**src/rtl/kgp_ctrl_pkg.sv**
```systemverilog
// KGP-RISC multi-cycle control: opcodes, state/class encodings, datapath select codes.
package kgp_ctrl_pkg;

    localparam int unsigned OP_W    = 6;
    localparam int unsigned ALUOP_W = 3;
    localparam int unsigned PCSRC_W = 2;

    localparam logic [OP_W-1:0] OP_RTYPE = 6'b000000;
    localparam logic [OP_W-1:0] OP_ADDI  = 6'b001000;
    localparam logic [OP_W-1:0] OP_LW    = 6'b100011;
    localparam logic [OP_W-1:0] OP_SW    = 6'b101011;
    localparam logic [OP_W-1:0] OP_BR    = 6'b000100;
    localparam logic [OP_W-1:0] OP_J     = 6'b000010;
    localparam logic [OP_W-1:0] OP_HALT  = 6'b111111;

    // RTYPE defers the ALU function to the instruction's funct field.
    localparam logic [ALUOP_W-1:0] ALUOP_ADD   = 3'b000;
    localparam logic [ALUOP_W-1:0] ALUOP_SUB   = 3'b001;
    localparam logic [ALUOP_W-1:0] ALUOP_FUNCT = 3'b111;

    localparam logic [PCSRC_W-1:0] PC_SRC_SEQ = 2'b00;
    localparam logic [PCSRC_W-1:0] PC_SRC_BR  = 2'b01;
    localparam logic [PCSRC_W-1:0] PC_SRC_JMP = 2'b10;

    localparam logic WB_SEL_ALU   = 1'b0;
    localparam logic WB_SEL_MEM   = 1'b1;
    localparam logic ADDR_SEL_PC  = 1'b0;
    localparam logic ADDR_SEL_ALU = 1'b1;
    localparam logic ALU_SRC_REG  = 1'b0;
    localparam logic ALU_SRC_IMM  = 1'b1;

    typedef enum logic [3:0] {
        ST_IDLE       = 4'd0,
        ST_FETCH      = 4'd1,
        ST_FETCH_DONE = 4'd2,
        ST_DECODE     = 4'd3,
        ST_EXEC       = 4'd4,
        ST_MEM        = 4'd5,
        ST_WB         = 4'd6,
        ST_HALT       = 4'd7,
        ST_TRAP       = 4'd8
    } state_e;

    typedef enum logic [3:0] {
        CLS_NONE  = 4'd0,
        CLS_RTYPE = 4'd1,
        CLS_ADDI  = 4'd2,
        CLS_LW    = 4'd3,
        CLS_SW    = 4'd4,
        CLS_BR    = 4'd5,
        CLS_J     = 4'd6,
        CLS_HALT  = 4'd7,
        CLS_ILL   = 4'd8
    } op_class_e;

    // Datapath strobes held in one register bank.
    typedef struct packed {
        logic               mem_rd;
        logic               mem_wr;
        logic               addr_sel;
        logic               ir_we;
        logic               pc_we;
        logic [PCSRC_W-1:0] pc_src;
        logic [ALUOP_W-1:0] aluop;
        logic               alu_src;
        logic               reg_we;
        logic               wb_sel;
        logic               busy;
    } ctrl_out_t;

    // Map the IR opcode field to an instruction class.
    function automatic op_class_e decode_op(input logic [OP_W-1:0] op);
        op_class_e cls;
        case (op)
            OP_RTYPE: cls = CLS_RTYPE;
            OP_ADDI:  cls = CLS_ADDI;
            OP_LW:    cls = CLS_LW;
            OP_SW:    cls = CLS_SW;
            OP_BR:    cls = CLS_BR;
            OP_J:     cls = CLS_J;
            OP_HALT:  cls = CLS_HALT;
            default:  cls = CLS_ILL;
        endcase
        return cls;
    endfunction

endpackage

```
**src/rtl/kgp_mem_wait_timer.sv**
```systemverilog
// Memory wait counter: counts un-acknowledged request cycles and flags the
// cycle in which the TIMEOUT-th un-acknowledged cycle would occur.
// TIMEOUT = 0 disables expiry.
module kgp_mem_wait_timer #(
    parameter int unsigned TIMEOUT = 255,
    parameter int unsigned CNT_W   = 8
) (
    input  logic clk,
    input  logic rst_n,
    input  logic clr_i,
    input  logic en_i,
    output logic expired_o
);

    localparam bit          TO_EN = (TIMEOUT != 0);
    localparam int unsigned LIM   = TO_EN ? (TIMEOUT - 1) : 0;

    logic [CNT_W-1:0] cnt_q, cnt_d;
    logic             exp_q, exp_d;

    // Next count; expiry flag is precomputed so the current request cycle sees it registered.
    always_comb begin
        cnt_d = cnt_q;
        exp_d = exp_q;
        if (clr_i) begin
            cnt_d = '0;
            exp_d = TO_EN && (LIM == 0);
        end else if (en_i) begin
            cnt_d = cnt_q + CNT_W'(1);
            exp_d = TO_EN && (cnt_d == CNT_W'(LIM));
        end
    end

    // Counter and flag registers.
    always_ff @(posedge clk or negedge rst_n) begin
        if (!rst_n) begin
            cnt_q <= '0;
            exp_q <= 1'b0;
        end else begin
            cnt_q <= cnt_d;
            exp_q <= exp_d;
        end
    end

    assign expired_o = exp_q;

endmodule

```
**src/rtl/kgp_multicycle_ctrl.sv**
```systemverilog
// KGP-RISC multi-cycle control FSM: sequences fetch/decode/execute/memory/
// writeback and drives datapath strobes, handshaking with a single memory port.
// Optional `KGP_PERF_CNT_EN adds cycle and retired-instruction counters.
module kgp_multicycle_ctrl
    import kgp_ctrl_pkg::*;
#(
    parameter int unsigned MEM_TIMEOUT = 255,
    parameter int unsigned CNT_W       = 8
) (
    input  logic               clk,
    input  logic               rst_n,
    input  logic               run_i,
    input  logic [OP_W-1:0]    op_i,
    input  logic               br_taken_i,
    input  logic               mem_ack_i,
    output logic               mem_rd_o,
    output logic               mem_wr_o,
    output logic               addr_sel_o,
    output logic               ir_we_o,
    output logic               pc_we_o,
    output logic [PCSRC_W-1:0] pc_src_o,
    output logic [ALUOP_W-1:0] aluop_o,
    output logic               alu_src_o,
    output logic               reg_we_o,
    output logic               wb_sel_o,
    output logic               busy_o,
    output logic               halted_o,
    output logic               illegal_o,
    output logic               mem_err_o
`ifdef KGP_PERF_CNT_EN
    ,
    output logic [31:0]        cyc_cnt_o,
    output logic [31:0]        ret_cnt_o
`endif
);

    state_e    state_q, state_d;
    op_class_e cls_q, cls_d;
    ctrl_out_t ctrl_q, ctrl_d;
    logic      halted_q, halted_d;
    logic      illegal_q, illegal_d;
    logic      mem_err_q, mem_err_d;
    logic      retire_c;
    logic      in_req_c;
    logic      expired;
    state_e    boundary_c;

    assign in_req_c   = (state_q == ST_FETCH) || (state_q == ST_MEM);
    assign boundary_c = run_i ? ST_FETCH : ST_IDLE;

    kgp_mem_wait_timer #(
        .TIMEOUT (MEM_TIMEOUT),
        .CNT_W   (CNT_W)
    ) u_wait_timer (
        .clk       (clk),
        .rst_n     (rst_n),
        .clr_i     (!in_req_c),
        .en_i      (in_req_c && !mem_ack_i),
        .expired_o (expired)
    );

    // Next state, class latch, sticky flags, and strobes decoded from the next state.
    always_comb begin
        state_d   = state_q;
        cls_d     = cls_q;
        halted_d  = halted_q;
        illegal_d = illegal_q;
        mem_err_d = mem_err_q;
        retire_c  = 1'b0;
        ctrl_d    = '0;

        unique case (state_q)
            ST_IDLE: begin
                if (run_i) state_d = ST_FETCH;
            end
            ST_FETCH: begin
                if (mem_ack_i) begin
                    state_d = ST_FETCH_DONE;
                end else if (expired) begin
                    state_d   = ST_TRAP;
                    mem_err_d = 1'b1;
                end
            end
            ST_FETCH_DONE: state_d = ST_DECODE;
            ST_DECODE: begin
                cls_d = decode_op(op_i);
                case (cls_d)
                    CLS_HALT: begin
                        state_d  = ST_HALT;
                        halted_d = 1'b1;
                    end
                    CLS_ILL: begin
                        state_d   = ST_TRAP;
                        illegal_d = 1'b1;
                    end
                    default: state_d = ST_EXEC;
                endcase
            end
            ST_EXEC: begin
                case (cls_q)
                    CLS_RTYPE, CLS_ADDI: state_d = ST_WB;
                    CLS_LW, CLS_SW:      state_d = ST_MEM;
                    default: begin
                        state_d  = boundary_c;
                        retire_c = 1'b1;
                    end
                endcase
            end
            ST_MEM: begin
                // An acknowledge in the expiry cycle still completes the access.
                if (mem_ack_i) begin
                    if (cls_q == CLS_LW) begin
                        state_d = ST_WB;
                    end else begin
                        state_d  = boundary_c;
                        retire_c = 1'b1;
                    end
                end else if (expired) begin
                    state_d   = ST_TRAP;
                    mem_err_d = 1'b1;
                end
            end
            ST_WB: begin
                state_d  = boundary_c;
                retire_c = 1'b1;
            end
            ST_HALT, ST_TRAP: state_d = state_q;
            default: state_d = ST_IDLE;
        endcase

        case (state_d)
            ST_FETCH: begin
                ctrl_d.mem_rd   = 1'b1;
                ctrl_d.addr_sel = ADDR_SEL_PC;
                ctrl_d.busy     = 1'b1;
            end
            ST_FETCH_DONE: begin
                ctrl_d.ir_we  = 1'b1;
                ctrl_d.pc_we  = 1'b1;
                ctrl_d.pc_src = PC_SRC_SEQ;
                ctrl_d.busy   = 1'b1;
            end
            ST_DECODE: ctrl_d.busy = 1'b1;
            ST_EXEC: begin
                ctrl_d.busy = 1'b1;
                case (cls_d)
                    CLS_RTYPE: begin
                        ctrl_d.aluop   = ALUOP_FUNCT;
                        ctrl_d.alu_src = ALU_SRC_REG;
                    end
                    CLS_ADDI, CLS_LW, CLS_SW: begin
                        ctrl_d.aluop   = ALUOP_ADD;
                        ctrl_d.alu_src = ALU_SRC_IMM;
                    end
                    CLS_BR: begin
                        ctrl_d.aluop   = ALUOP_SUB;
                        ctrl_d.alu_src = ALU_SRC_REG;
                        ctrl_d.pc_src  = PC_SRC_BR;
                    end
                    CLS_J: begin
                        ctrl_d.pc_we  = 1'b1;
                        ctrl_d.pc_src = PC_SRC_JMP;
                    end
                    default: ctrl_d.busy = 1'b1;
                endcase
            end
            ST_MEM: begin
                ctrl_d.addr_sel = ADDR_SEL_ALU;
                ctrl_d.mem_rd   = (cls_d == CLS_LW);
                ctrl_d.mem_wr   = (cls_d == CLS_SW);
                ctrl_d.busy     = 1'b1;
            end
            ST_WB: begin
                ctrl_d.reg_we = 1'b1;
                ctrl_d.wb_sel = (cls_d == CLS_LW) ? WB_SEL_MEM : WB_SEL_ALU;
                ctrl_d.busy   = 1'b1;
            end
            default: ctrl_d.busy = 1'b0;
        endcase
    end

    // State, class, strobe and sticky-flag registers.
    always_ff @(posedge clk or negedge rst_n) begin
        if (!rst_n) begin
            state_q   <= ST_IDLE;
            cls_q     <= CLS_NONE;
            ctrl_q    <= '0;
            halted_q  <= 1'b0;
            illegal_q <= 1'b0;
            mem_err_q <= 1'b0;
        end else begin
            state_q   <= state_d;
            cls_q     <= cls_d;
            ctrl_q    <= ctrl_d;
            halted_q  <= halted_d;
            illegal_q <= illegal_d;
            mem_err_q <= mem_err_d;
        end
    end

    assign mem_rd_o   = ctrl_q.mem_rd;
    assign mem_wr_o   = ctrl_q.mem_wr;
    assign addr_sel_o = ctrl_q.addr_sel;
    assign ir_we_o    = ctrl_q.ir_we;
    // Branch flags are only valid during EXEC, so the taken qualifier joins here.
    assign pc_we_o    = ctrl_q.pc_we
                      | ((state_q == ST_EXEC) && (cls_q == CLS_BR) && br_taken_i);
    assign pc_src_o   = ctrl_q.pc_src;
    assign aluop_o    = ctrl_q.aluop;
    assign alu_src_o  = ctrl_q.alu_src;
    assign reg_we_o   = ctrl_q.reg_we;
    assign wb_sel_o   = ctrl_q.wb_sel;
    assign busy_o     = ctrl_q.busy;
    assign halted_o   = halted_q;
    assign illegal_o  = illegal_q;
    assign mem_err_o  = mem_err_q;

`ifdef KGP_PERF_CNT_EN
    logic [31:0] cyc_cnt_q, ret_cnt_q;

    // Busy-cycle and retired-instruction counters, wrapping at 2^32.
    always_ff @(posedge clk or negedge rst_n) begin
        if (!rst_n) begin
            cyc_cnt_q <= '0;
            ret_cnt_q <= '0;
        end else begin
            if (ctrl_q.busy) cyc_cnt_q <= cyc_cnt_q + 32'd1;
            if (retire_c)    ret_cnt_q <= ret_cnt_q + 32'd1;
        end
    end

    assign cyc_cnt_o = cyc_cnt_q;
    assign ret_cnt_o = ret_cnt_q;
`else
    logic unused_retire;
    assign unused_retire = retire_c;
`endif

endmodule

```
**config.mk**
```make
export PLATFORM = sky130hd
export DESIGN_NAME = kgp_multicycle_ctrl
export DESIGN_NICKNAME = d
export VERILOG_FILES = /design/src/rtl/kgp_ctrl_pkg.sv /design/src/rtl/kgp_mem_wait_timer.sv /design/src/rtl/kgp_multicycle_ctrl.sv
export SDC_FILE = /design/constraint.sdc
export NUM_CORES = 1
export LEC_CHECK = 0
export CAP_MARGIN = 20
export CORE_MARGIN = 4
export CORE_UTILIZATION = 41
export CTS_CLUSTER_DIAMETER = 200
export DETAILED_ROUTE_END_ITERATION = 10
export SLEW_MARGIN = 25
export SYNTH_ARGS = -nofsm -noshare
export SYNTH_HDL_FRONTEND = slang
export SYNTH_SLANG_ARGS = --single-unit
```
**constraint.sdc**
```tcl
create_clock -name clk -period 2.5 [get_ports clk]
set_input_delay 0.25 -clock clk [delete_from_list [all_inputs] [get_ports clk]]
set_output_delay 0.25 -clock clk [all_outputs]
set_load 0.03 [all_outputs]
```
After elaboration in Yosys (flattened, before gate mapping)
Cells that the tools add are included.
{ "op_classes": {"n_addsub": 1, "eq_ne": 35, "mux": 28, "bitwise": 2, "reduce_logical": 16} }
{ "ops": {"columns": ["op", "n"], "rows": [
  ["== test 4 x 3 -> 1 bit (second input constant)", 13],
  ["== test 4 x 2 -> 1 bit (second input constant)", 8],
  ["one-hot mux 4 bit (8 select lines)", 1],
  ["two-way mux 4 bit", 7],
  ["one-hot mux 4 bit (7 select lines)", 1],
  ["== test 6 bit (second input constant)", 3],
  ["== test 4 x 1 -> 1 bit (second input constant)", 4],
  ["two-way mux 8 bit", 2],
  ["one-hot mux 3 bit (2 select lines)", 2],
  ["one-hot mux 4 bit (3 select lines)", 1],
  ["two-way mux 1 bit", 9],
  ["adder 8 x 1 -> 8 bit (second input constant)", 1],
  ["== test 4 bit (second input constant)", 2],
  ["== test 8 bit (second input constant)", 1],
  ["one-hot mux 4 bit (2 select lines)", 1],
  ["OR reduction 2 bit", 4],
  ["== test 6 x 2 -> 1 bit (second input constant)", 1],
  ["== test 6 x 3 -> 1 bit (second input constant)", 1],
  ["== test 6 x 4 -> 1 bit (second input constant)", 1],
  ["zero test 6 bit", 1],
  ["OR reduction 6 bit", 1],
  ["zero test 4 bit", 1],
  ["one-hot mux 2 bit (2 select lines)", 1],
  ["AND reduction 2 bit", 2],
  ["11 further kinds", 13]
]} }
{ "totals": {"reg_bits": 34, "input_bits": 11, "out_inout_bits": 17, "wordCells": 100} }

Logic depth before layout (Yosys ltp)
Gate-level depths: netlist of the first run.
{ "depth": {"word_depth": 9, "ltp_mapped": 7} }

Cells and area by module
A second synthesis of the first run with hierarchy kept.
{ "unflattened": {"cells_unflattened": 195, "hier_area_um2": 1886.8} }
{ "modules_own_cells": {"columns": ["module", "instances", "cells_per_inst", "area_per_inst_um2", "seq_area_each_um2"], "rows": [
  ["kgp_multicycle_ctrl", 1, 139, 1378.8, 600.6],
  ["kgp_mem_wait_timer", 1, 56, 508.0, 225.2]
]} }

Worst setup path after synthesis of the first run
OpenSTA, ideal clock, no wires.
{ "synth_timing": {"kind": "flip-flop to flip-flop", "from": "register state_q[0]", "to": "register ctrl_q[9] (netlist bit)", "setup_time_ps": 104, "arrival_time_ps": 1823, "required_time_ps": 2396, "path_slack_ps": 574, "path_stages_with_launch": 8, "path_buffers": 2, "cell_sequence": "dfrtp_1 buf_6 or3b_2 nor3_1 or3_1 or3_1 buf_2 o41ai_2"} }
{ "synth_rtl": {"columns": ["item", "line", "source"], "rows": [
  ["start: declaration", "kgp_multicycle_ctrl.sv:37", "state_e state_q, state_d;"],
  ["start signal: assignment", "kgp_multicycle_ctrl.sv:192", "state_q <= state_d;"],
  ["end signal: assignment", "kgp_multicycle_ctrl.sv:194", "ctrl_q <= ctrl_d;"],
  ["end: declaration", "kgp_multicycle_ctrl.sv:39", "ctrl_out_t ctrl_q, ctrl_d;"]
]} }

Worst setup path in the final report of the first run
{ "layout_timing": {"from": "register state_q[0]", "to": "output port pc_we_o"} }
{ "layout_via": {"elab_chain_len": 4} }
{ "layout_lines": {"columns": ["item", "line", "source"], "rows": [
  ["== test 4 x 3 -> 1 bit", null, null],
  ["logical AND 1 bit (2 in series)", "kgp_multicycle_ctrl.sv:207", "| ((state_q == ST_EXEC) && (cls_q == CLS_BR) && br_taken_i);"],
  ["bitwise OR 1 bit", "kgp_multicycle_ctrl.sv:207", null],
  ["end: declaration", "kgp_multicycle_ctrl.sv:20", "output logic pc_we_o,"]
]} }
No other way between the ends.

==> results of run 1 <==
-- kinds of logic (layout without fill, tap and decap cells) --
group	after synthesis	count (layout)	share of synthesized area, %
adder cells (fa/ha/maj)	3	3	1.82
AND/OR/NAND/NOR	85	85	27.2
buffers and inverters	25	51	6.89
AO/OA/AOI/OAI	46	46	17.2
XOR/XNOR	9	9	4.09
flip-flops	33	33	42.9
-- sequential cells by signal (all words and copies together), names as in the netlist, 2 cells and up --
name / cells
u_wait_timer.cnt_q: 8
pc_src_o: 2
cls_q: 4
aluop_o: 2
state_q: 4
-- path summary, 6_finish.rpt --
path / cells past startpoint / endpoint / startpoint
min: 2 / halted_o$_DFFE_PN0P_ / rst_n
max in group asynchronous: 2 / u_wait_timer.cnt_q[2]$_DFFE_PN0P_ / rst_n
max reg2reg: 5 / pc_src_o[0]$_DFF_PN0_ / state_q[0]$_DFF_PN0_
max: 5 / pc_we_o / state_q[0]$_DFF_PN0_
min reg2reg: 1 / mem_err_o$_DFFE_PN0P_ / mem_err_o$_DFFE_PN0P_
min in group clk: 1 / mem_err_o$_DFFE_PN0P_ / mem_err_o$_DFFE_PN0P_
-- routing by layer --
| layer | GRT usage, % | routed length, um | up-vias |
|---|---|---|---|
| met5 | 0 | 0 | - |
| li1 | - | - | 777 |
| met3 | 3.66 | 210 | 6 |
| met1 | 20.8 | 2060 | 802 |
| met2 | 25.3 | 2150 | 49 |
| met4 | 4.89 | 60 | 0 |
-- through the flow --
stage / hold WS, ps / instance area [sq um] / instances / utilization (%) / setup slack, ps
floorplan: -45.6 / 1930 / 201 / - / 574
global placement: 444 / 2210 / 271 / 49.7 / 123
detailed placement: 452 / 2210 / 271 / 49.7 / 66.5
CTS: 382 / 2340 / 279 / 52.7 / 189
global route: 410 / 2340 / 279 / 52.7 / 55.7
finish: 362 / 2340 / 279 / 52.7 / 174
-- timing repair --
| item | in CTS | in global routing |
|---|---|---|
| endpoints found under the hold margin | 0 | 0 |
| gates resized for setup | 1 | 0 |
| setup endpoints to repair | 1 | 0 |
| buffers inserted | 0 | 0 |
-- power by group through the flow --
stage | registers (W) | clock network (W) | logic, W
6_report | 0.000808 | 0.000606 | 0.00105
5_1_grt | 0.000832 | 0.000642 | 0.00115
4_1_cts | 0.000806 | 0.000619 | 0.00105
3_5_place_dp | 0.000816 | 0 | 0.00105
3_3_place_gp | 0.000809 | 0 | 0.00104
2_1_floorplan | 0.000799 | 0 | 0.000785
-- layout by cell type (no fill, tap or decap), drive strengths merged, types with 2 or more instances in the layout --
cell type,synthesis,layout
a21o,3,3
a21oi,9,9
a31o,3,3
a31oi,3,3
and3,3,3
buf,11,6
bufinv,0,2
clkbuf,4,5
clkdlybuf4s50,0,26
dfrtp,33,33
ha,2,2
inv,10,10
nand2,7,7
nand3,8,8
nand4,2,2
nand4bb,3,3
nor2,19,19
nor2b,3,3
nor3,10,10
nor3b,2,2
nor4,7,7
o211ai,4,4
o21a,3,3
o21ai,5,5
o21bai,3,3
o22ai,4,4
or2,6,6
or3,7,7
xnor2,4,4
xor2,5,5
-- final cells by class --
type                            instances  share of cell area, %
Timing Repair Buffer                   33                   13.4
Tap cell                               52                   2.78
Clock inverter                          3                   2.78
Multi-Input combinational cell        143                   41.3
Sequential cell                        33                   35.2
Inverter                               10                   1.60
Clock buffer                            5                   2.94
==> results.json, run 1 <==
{
  "status": "complete, no violations",
  "antenna_cells": 0,
  "regArea_sq_um": 826,
  "cts_tree": "yes",
  "slew_headroom_pct": 64.3,
  "crit_type": "register to primary output",
  "yosysWarnings": 0,
  "reg2reg_slack_ps": 200,
  "ant_nets": 0,
  "fin_skew_ps": 2.10,
  "min_period_over_period_pct": 93.0,
  "p_per_area_nw_per_um2": 1050,
  "die_w_um": 76.5,
  "synth_most_common_cell": "dfrtp_1",
  "async_reset_ff_share_pct": 100,
  "p_leak_nw": 0.984,
  "drtIter0Drc": 128,
  "clkLatencyLatePin_ps": 280,
  "max_freq_mhz": 430,
  "crit_path_max_fanout": 10,
  "cap_violations": 0,
  "crit_arrival_ps": 2080,
  "final-max-slew-violation-count": 0,
  "wl_per_cell_um": 16.0,
  "cts_buffer_depth": 2,
  "cts_inserted_buffers": 5,
  "synth_seq_cells": 33,
  "drc": 0,
  "firstDrtPassIters": 4,
  "grt_use_total_pct": 15.7,
  "clockPowerShare_pct": 24.6,
  "synth_area_leaders": "dfrtp_1 (43%), nor2_1 (3.5%), nand4bb_4 (2.9%)",
  "synth_cell_types": 51,
  "max-vdd-ir-drop_v": 0.000363,
  "ys_seq_area_share_pct": 42.9,
  "multi_input_area_sq_um": 967,
  "critPathMaxStageDelay_ps": 490,
  "final_nets": 239,
  "start_util_pct": 43.3,
  "synthesis.area_sq_um": 1930,
  "synth-edff-count": 0,
  "hold_buffers": 0,
  "syn_area_per_cell_sq_um": 9.58,
  "total_power_w": 0.00247,
  "worstMarginPinSlew_ps": 536,
  "ioPinCount": 28,
  "cts_root_buf": "clkbuf_8",
  "numPortBuffers": 27,
  "via_per_inst": 5.86,
  "num_vias": 1634,
  "grt_antenna_before_repair": 0,
  "clock-sinks": 33,
  "critPathRequiredTime_ps": 2250,
  "die-height_um": 76.5,
  "hpwlAfterDp_um": 3290,
  "start_kind": "register",
  "synth_cells": 201,
  "period_minus_slack_ps": 2330,
  "hold_class": "input port to async pin",
  "syn2layout_area_growth_pct": 21.7,
  "htreeDepth": 2,
  "synth_top_area_share_pct": 42.9,
  "slowest_stage": "dfrtp_1",
  "first_global_vias": 1532,
  "layout-drive-gt1-share_pct": 14.5,
  "sequentialPowerShare_pct": 32.7,
  "setup_violations": 0,
  "synth_common_cells": "dfrtp_1 (33), nor2_1 (18), inv_1 (10), nor3_1 (10), a21oi_1 (9)",
  "rows": 24,
  "internal_power_w": 0.00150,
  "switching_share_pct": 39.2,
  "dieArea_sq_um": 5860,
  "rsz0062_at_grt": "false",
  "crit_chain": "or2_2 -> nor2_1 -> nand4_1 -> o21bai_1 -> dlygate4sd2_1",
  "drt-total-wl_um": 4480,
  "switchingPower_w": 0.000967,
  "cp_top_family": "simple AND/OR/NAND/NOR gates",
  "p_comb_share_pct": 42.7,
  "end_kind": "primary output",
  "hold_violations": 0,
  "clk_pin_slew_ps": 70,
  "fp.coreArea_sq_um": 4440,
  "synth_ff_type": "dfrtp_1",
  "n_fill_cell": 409,
  "grt_max_degree": 34,
  "fin_tns_setup_ps": 0,
  "grt_overflow": 0,
  "grt_pass1_wl_um": 7470,
  "yosysTopAreaCell": "dfrtp_1",
  "syn_nets": 214,
  "cp.buffers_inverters": 1,
  "globalplace.congestion": 0.868
}
Note: power is estimated with default switching activity, not from simulation.
==> inputs of run 2 (changes only) <==
--- a/config.mk
+++ b/config.mk
@@ -10,6 +10,7 @@
 export CORE_UTILIZATION = 41
 export CTS_CLUSTER_DIAMETER = 200
 export DETAILED_ROUTE_END_ITERATION = 10
+export DONT_BUFFER_PORTS = 1
 export SLEW_MARGIN = 25
 export SYNTH_ARGS = -nofsm -noshare
 export SYNTH_HDL_FRONTEND = slang
==> results.json, run 2 (synthesis results as in run 1) <==
{
  "grt_overflow": 0,
  "largestRegisters": "u_wait_timer.cnt_q: 8 flops, cls_q: 4 flops, state_q: 4 flops",
  "fp.coreArea_sq_um": 4440,
  "first_global_vias": 1464,
  "cts_buffer_depth": 2,
  "grt_pass1_wl_um": 6890,
  "max-vdd-ir-drop_v": 0.000318,
  "die_w_um": 76.5,
  "start_kind": "register",
  "cts_inserted_buffers": 5,
  "hold_depth": 2,
  "r2r-end": "pc_src_o[1]$_DFF_PN0_",
  "slew_headroom_pct": 64.8,
  "critPathRequiredTime_ps": 2670,
  "start_util_pct": 43.3,
  "cp_top_family": "simple AND/OR/NAND/NOR gates",
  "drtIter0Drc": 157,
  "hold_buffers": 2,
  "fin_tns_setup_ps": 0,
  "grt_max_degree": 34,
  "r2r-start": "state_q[0]$_DFF_PN0_",
  "fin_hold_ws_ps": 101,
  "cts_tree": "yes",
  "dieArea_sq_um": 5860,
  "post_dp_cell_area_sq_um": 1900,
  "end_kind": "register",
  "clk_pin_slew_ps": 70,
  "cts_setup_buffers": 0,
  "crit_path_max_fanout": 13,
  "layout_common_cells": "dfrtp_1 (33), nor2_1 (18), inv_1 (10), nor3_1 (10), a21oi_1 (9)",
  "firstDrtPassIters": 4,
  "crit_arrival_ps": 2420,
  "grt_use_total_pct": 14.7,
  "ant_nets": 0,
  "hold_violations": 0,
  "drt-total-wl_um": 4000,
  "htreeDepth": 2,
  "rows": 24,
  "postLayoutCellArea_sq_um": 2020,
  "crit_top_cell": "or3_1",
  "layout-drive-gt1-share_pct": 14.7,
  "reg2reg_slack_ps": 250,
  "status": "complete, no violations",
  "cts_root_buf": "clkbuf_8",
  "reg2reg_depth": 5,
  "hold_class": "input port to register",
  "syn2layout_area_growth_pct": 4.87,
  "numPortBuffers": 0,
  "max_freq_mhz": 444,
  "critPathMaxStageDelay_ps": 500,
  "post_cts_resized": 0,
  "drc": 0,
  "crit_type": "register to register",
  "grt_antenna_before_repair": 0,
  "largest_reg_flops": 8,
  "wl_per_cell_um": 16.1,
  "worstMarginPinSlew_ps": 529,
  "hold_end": "u_wait_timer.expired_o$_DFFE_PN0P_",
  "num_vias": 1458,
  "ioPinCount": 28,
  "final_common_cell": "dfrtp_1",
  "p_leak_nw": 0.845,
  "globalplace.congestion": 0.892,
  "final-max-slew-violation-count": 0,
  "min_period_over_period_pct": 90.0,
  "clkLatencyLatePin_ps": 280,
  "crit_chain": "or3b_2 -> nor3_1 -> or3_1 -> or3_1 -> nor4_1",
  "final_nets": 209,
  "slowest_stage": "dfrtp_1",
  "hp-start": "mem_ack_i",
  "fin_skew_ps": 5.52,
  "die-height_um": 76.5,
  "cap_violations": 0,
  "setup_violations": 0,
  "via_per_inst": 5.86,
  "regMostFlops": "u_wait_timer.cnt_q",
  "p_per_area_nw_per_um2": 1040,
  "period_minus_slack_ps": 2250,
  "clock-sinks": 33,
  "hpwlAfterDp_um": 2990,
  "rsz0062_at_grt": "false",
  "cp.buffers_inverters": 0,
  "total_power_w": 0.00210,
  "antenna_cells": 0
}
[run 2: cell count changes in the layout (fill, tap and decap cells not counted), sizes merged]
cell,change
buf,-4
bufinv,-2
clkdlybuf4s50,-26
clkinv,+1
clkinvlp,+1
dlygate4sd2,-1
dlygate4sd3,+1
[run 2: per-stage QoR]
step / worst slack (ps) / cells / util [%]
6_report: 249 / 249 / 45.4
5_1_grt: 89.4 / 249 / 45.4
4_1_cts: 229 / 249 / 45.4
3_5_place_dp: 248 / 239 / 42.8
3_3_place_gp: 311 / 239 / 42.8
2_1_floorplan: 574 / 201 / -
[run 2: worst max-delay path by stage]
stage	slack (ps)	end	cells after the start	from
after floorplan	570	ctrl_q[9]$_DFF_PN0_	7	state_q[0]$_DFF_PN0_
after global placement	310	mem_wr_o$_DFF_PN0_	5	state_q[1]$_DFF_PN0_
after detailed placement	250	pc_src_o[1]$_DFF_PN0_	5	state_q[0]$_DFF_PN0_
after CTS	230	pc_src_o[1]$_DFF_PN0_	5	state_q[0]$_DFF_PN0_
after global routing	90	pc_src_o[1]$_DFF_PN0_	5	state_q[0]$_DFF_PN0_
final	250	pc_src_o[1]$_DFF_PN0_	5	state_q[0]$_DFF_PN0_
[run 2: routing by layer]
layer  part of all wire [%]  track usage [%]  vias to the layer above
met5                      0                0                        -
met4                    1.8             7.07                        0
met3                    5.3             4.85                        9
met2                     49             23.8                       41
met1                     44             17.4                      696
li1                       -                -                      712
[run 2: report_power, final]
group	switching, W	internal [W]	leakage [nW]
logic	0.000462	0.000364	0.369
clock network	0.000190	0.000192	0.0439
registers	0.000250	0.000646	0.432
total	0.000902	0.00120	0.845
[run 2: cell type report]
cell class,instances,area [sq um]
Timing Repair Buffer,3,37.5
Clock buffer,5,68.8
Tap cell,52,65.1
Multi-Input combinational cell,143,967
Inverter,10,37.5
Sequential cell,33,826
Fill cell,430,2420
Clock inverter,3,17.5
==> inputs of run 3 (changes only) <==
--- a/config.mk
+++ b/config.mk
@@ -7,7 +7,8 @@
 export LEC_CHECK = 0
 export CAP_MARGIN = 20
 export CORE_MARGIN = 4
-export CORE_UTILIZATION = 41
+export CORE_UTILIZATION = 29
+export CTS_BUF_LIST = sky130_fd_sc_hd__clkbuf_16
 export CTS_CLUSTER_DIAMETER = 200
 export DETAILED_ROUTE_END_ITERATION = 10
 export DONT_BUFFER_PORTS = 1
==> results.json, run 3 (synthesis results as in run 1) <==
{
  "rsz0062_at_grt": "false",
  "grt_use_total_pct": 10.8,
  "start_util_pct": 30.2,
  "fp.coreArea_sq_um": 6390,
  "hold_buffers": 2,
  "clk_pin_slew_ps": 50,
  "use_met2_pct": 15.1,
  "end_kind": "register",
  "p_per_area_nw_per_um2": 1090,
  "ioPinCount": 28,
  "htreeDepth": 2,
  "post_cts_resized": 0,
  "dieArea_sq_um": 8010,
  "layout-drive-gt1-share_pct": 14.2,
  "hpwlAfterDp_um": 2870,
  "hold_violations": 0,
  "regMostFlops": "u_wait_timer.cnt_q",
  "grt_pass1_wl_um": 6680,
  "via_per_inst": 5.22,
  "clkLatencyLatePin_ps": 280,
  "clock-sinks": 33,
  "setup_violations": 0,
  "drc": 0,
  "dp.cells": 264,
  "p_leak_nw": 0.876,
  "largest_reg_flops": 8,
  "cts_inserted_buffers": 5,
  "n_fill_cell": 643,
  "grt_max_degree": 34,
  "postLayoutCellArea_sq_um": 2100,
  "crit_arrival_ps": 2400,
  "cts_root_buf": "clkbuf_16",
  "globalplace.congestion": 0.846,
  "grt-busiest-layer": "met2",
  "crit_type": "register to register",
  "start_kind": "register",
  "slew_headroom_pct": 64.5,
  "fin_tns_setup_ps": 0,
  "ant_nets": 0,
  "cts_setup_buffers": 0,
  "min_period_over_period_pct": 89.0,
  "cts_tree": "yes",
  "die_w_um": 89.5,
  "first_global_vias": 1330,
  "final_common_cell": "dfrtp_1",
  "fin_skew_ps": 3.65,
  "largestRegisters": "u_wait_timer.cnt_q: 8 flops, cls_q: 4 flops, state_q: 4 flops",
  "period_minus_slack_ps": 2230,
  "syn2layout_area_growth_pct": 9.23,
  "status": "complete, no violations",
  "cap_violations": 0,
  "die-height_um": 89.5,
  "worstMarginPinSlew_ps": 532,
  "final_nets": 209,
  "grt_overflow": 0,
  "antenna_cells": 0,
  "firstDrtPassIters": 4,
  "final-max-slew-violation-count": 0,
  "crit_path_max_fanout": 13,
  "max_freq_mhz": 449,
  "layoutNonFillerInstCount": 274,
  "regArea_sq_um": 826,
  "wl_per_cell_um": 14.4,
  "grt_antenna_before_repair": 0,
  "layout_common_cells": "dfrtp_1 (33), nor2_1 (18), inv_1 (11)",
  "grtUsageMet3_pct": 3.96,
  "drt-total-wl_um": 3950,
  "critPathRequiredTime_ps": 2670,
  "max-vdd-ir-drop_v": 0.000605,
  "hold_class": "input port to register",
  "post_dp_cell_area_sq_um": 1930,
  "multi_input_area_sq_um": 967,
  "drtIter0Drc": 124,
  "cts_buffer_depth": 2,
  "rows": 29,
  "num_vias": 1431,
  "use_met1_pct": 14.8,
  "numPortBuffers": 0
}
[run 3: stage by stage]
| step | setup WS [ps] | total power (W) | util, % | hold slack, ps |
|---|---|---|---|---|
| after floorplan | 574 | 0.00158 | - | -45.6 |
| after global placement | 359 | 0.00169 | 30.3 | -44.0 |
| after detailed placement | 300 | 0.00170 | 30.3 | -43.5 |
| after CTS | 291 | 0.00231 | 32.9 | 102 |
| after global routing | 90.5 | 0.00247 | 32.9 | 112 |
| final | 275 | 0.00230 | 32.9 | 108 |
[run 3: power by group]
group / total, W / internal (W) / switching (W) / leakage (nW)
logic: 0.000830 / 0.000364 / 0.000466 / 0.369
registers: 0.000889 / 0.000647 / 0.000242 / 0.432
clock network: 0.000579 / 0.000361 / 0.000218 / 0.0748
[run 3: final cells by class]
| cell class | instances | area share (%) |
|---|---|---|
| Tap cell | 77 | 4.58 |
| Clock inverter | 3 | 0.654 |
| Sequential cell | 33 | 39.3 |
| Timing Repair Buffer | 3 | 1.78 |
| Multi-Input combinational cell | 143 | 46.0 |
| Clock buffer | 5 | 5.95 |
| Inverter | 10 | 1.78 |
[run 3: worst paths after layout]
path	endpoint	cells after the start	start	slack (ps)
max	ctrl_q[9]$_DFF_PN0_	5	state_q[0]$_DFF_PN0_	270
min	u_wait_timer.expired_o$_DFFE_PN0P_	2	mem_ack_i	110
max reg2reg	ctrl_q[9]$_DFF_PN0_	5	state_q[0]$_DFF_PN0_	270
min reg2reg	u_wait_timer.cnt_q[7]$_DFFE_PN0P_	2	u_wait_timer.cnt_q[7]$_DFFE_PN0P_	550
max in group asynchronous	pc_src_o[1]$_DFF_PN0_	2	rst_n	1910
min in group asynchronous	cls_q[2]$_DFF_PN0_	2	rst_n	420
[run 3: layer usage]
metal	wire, um	share of wire [%]
met2	1680	42
met3	270	6.8
met1	1920	49
met4	78	2.0
met5	0	0
[run 3: critical path: stages (launching register included)]
cell,delay [ps]
dfrtp_1,500
or3b_2,430
nor3_1,100
or3_1,370
or3_1,420
o41ai_2,300
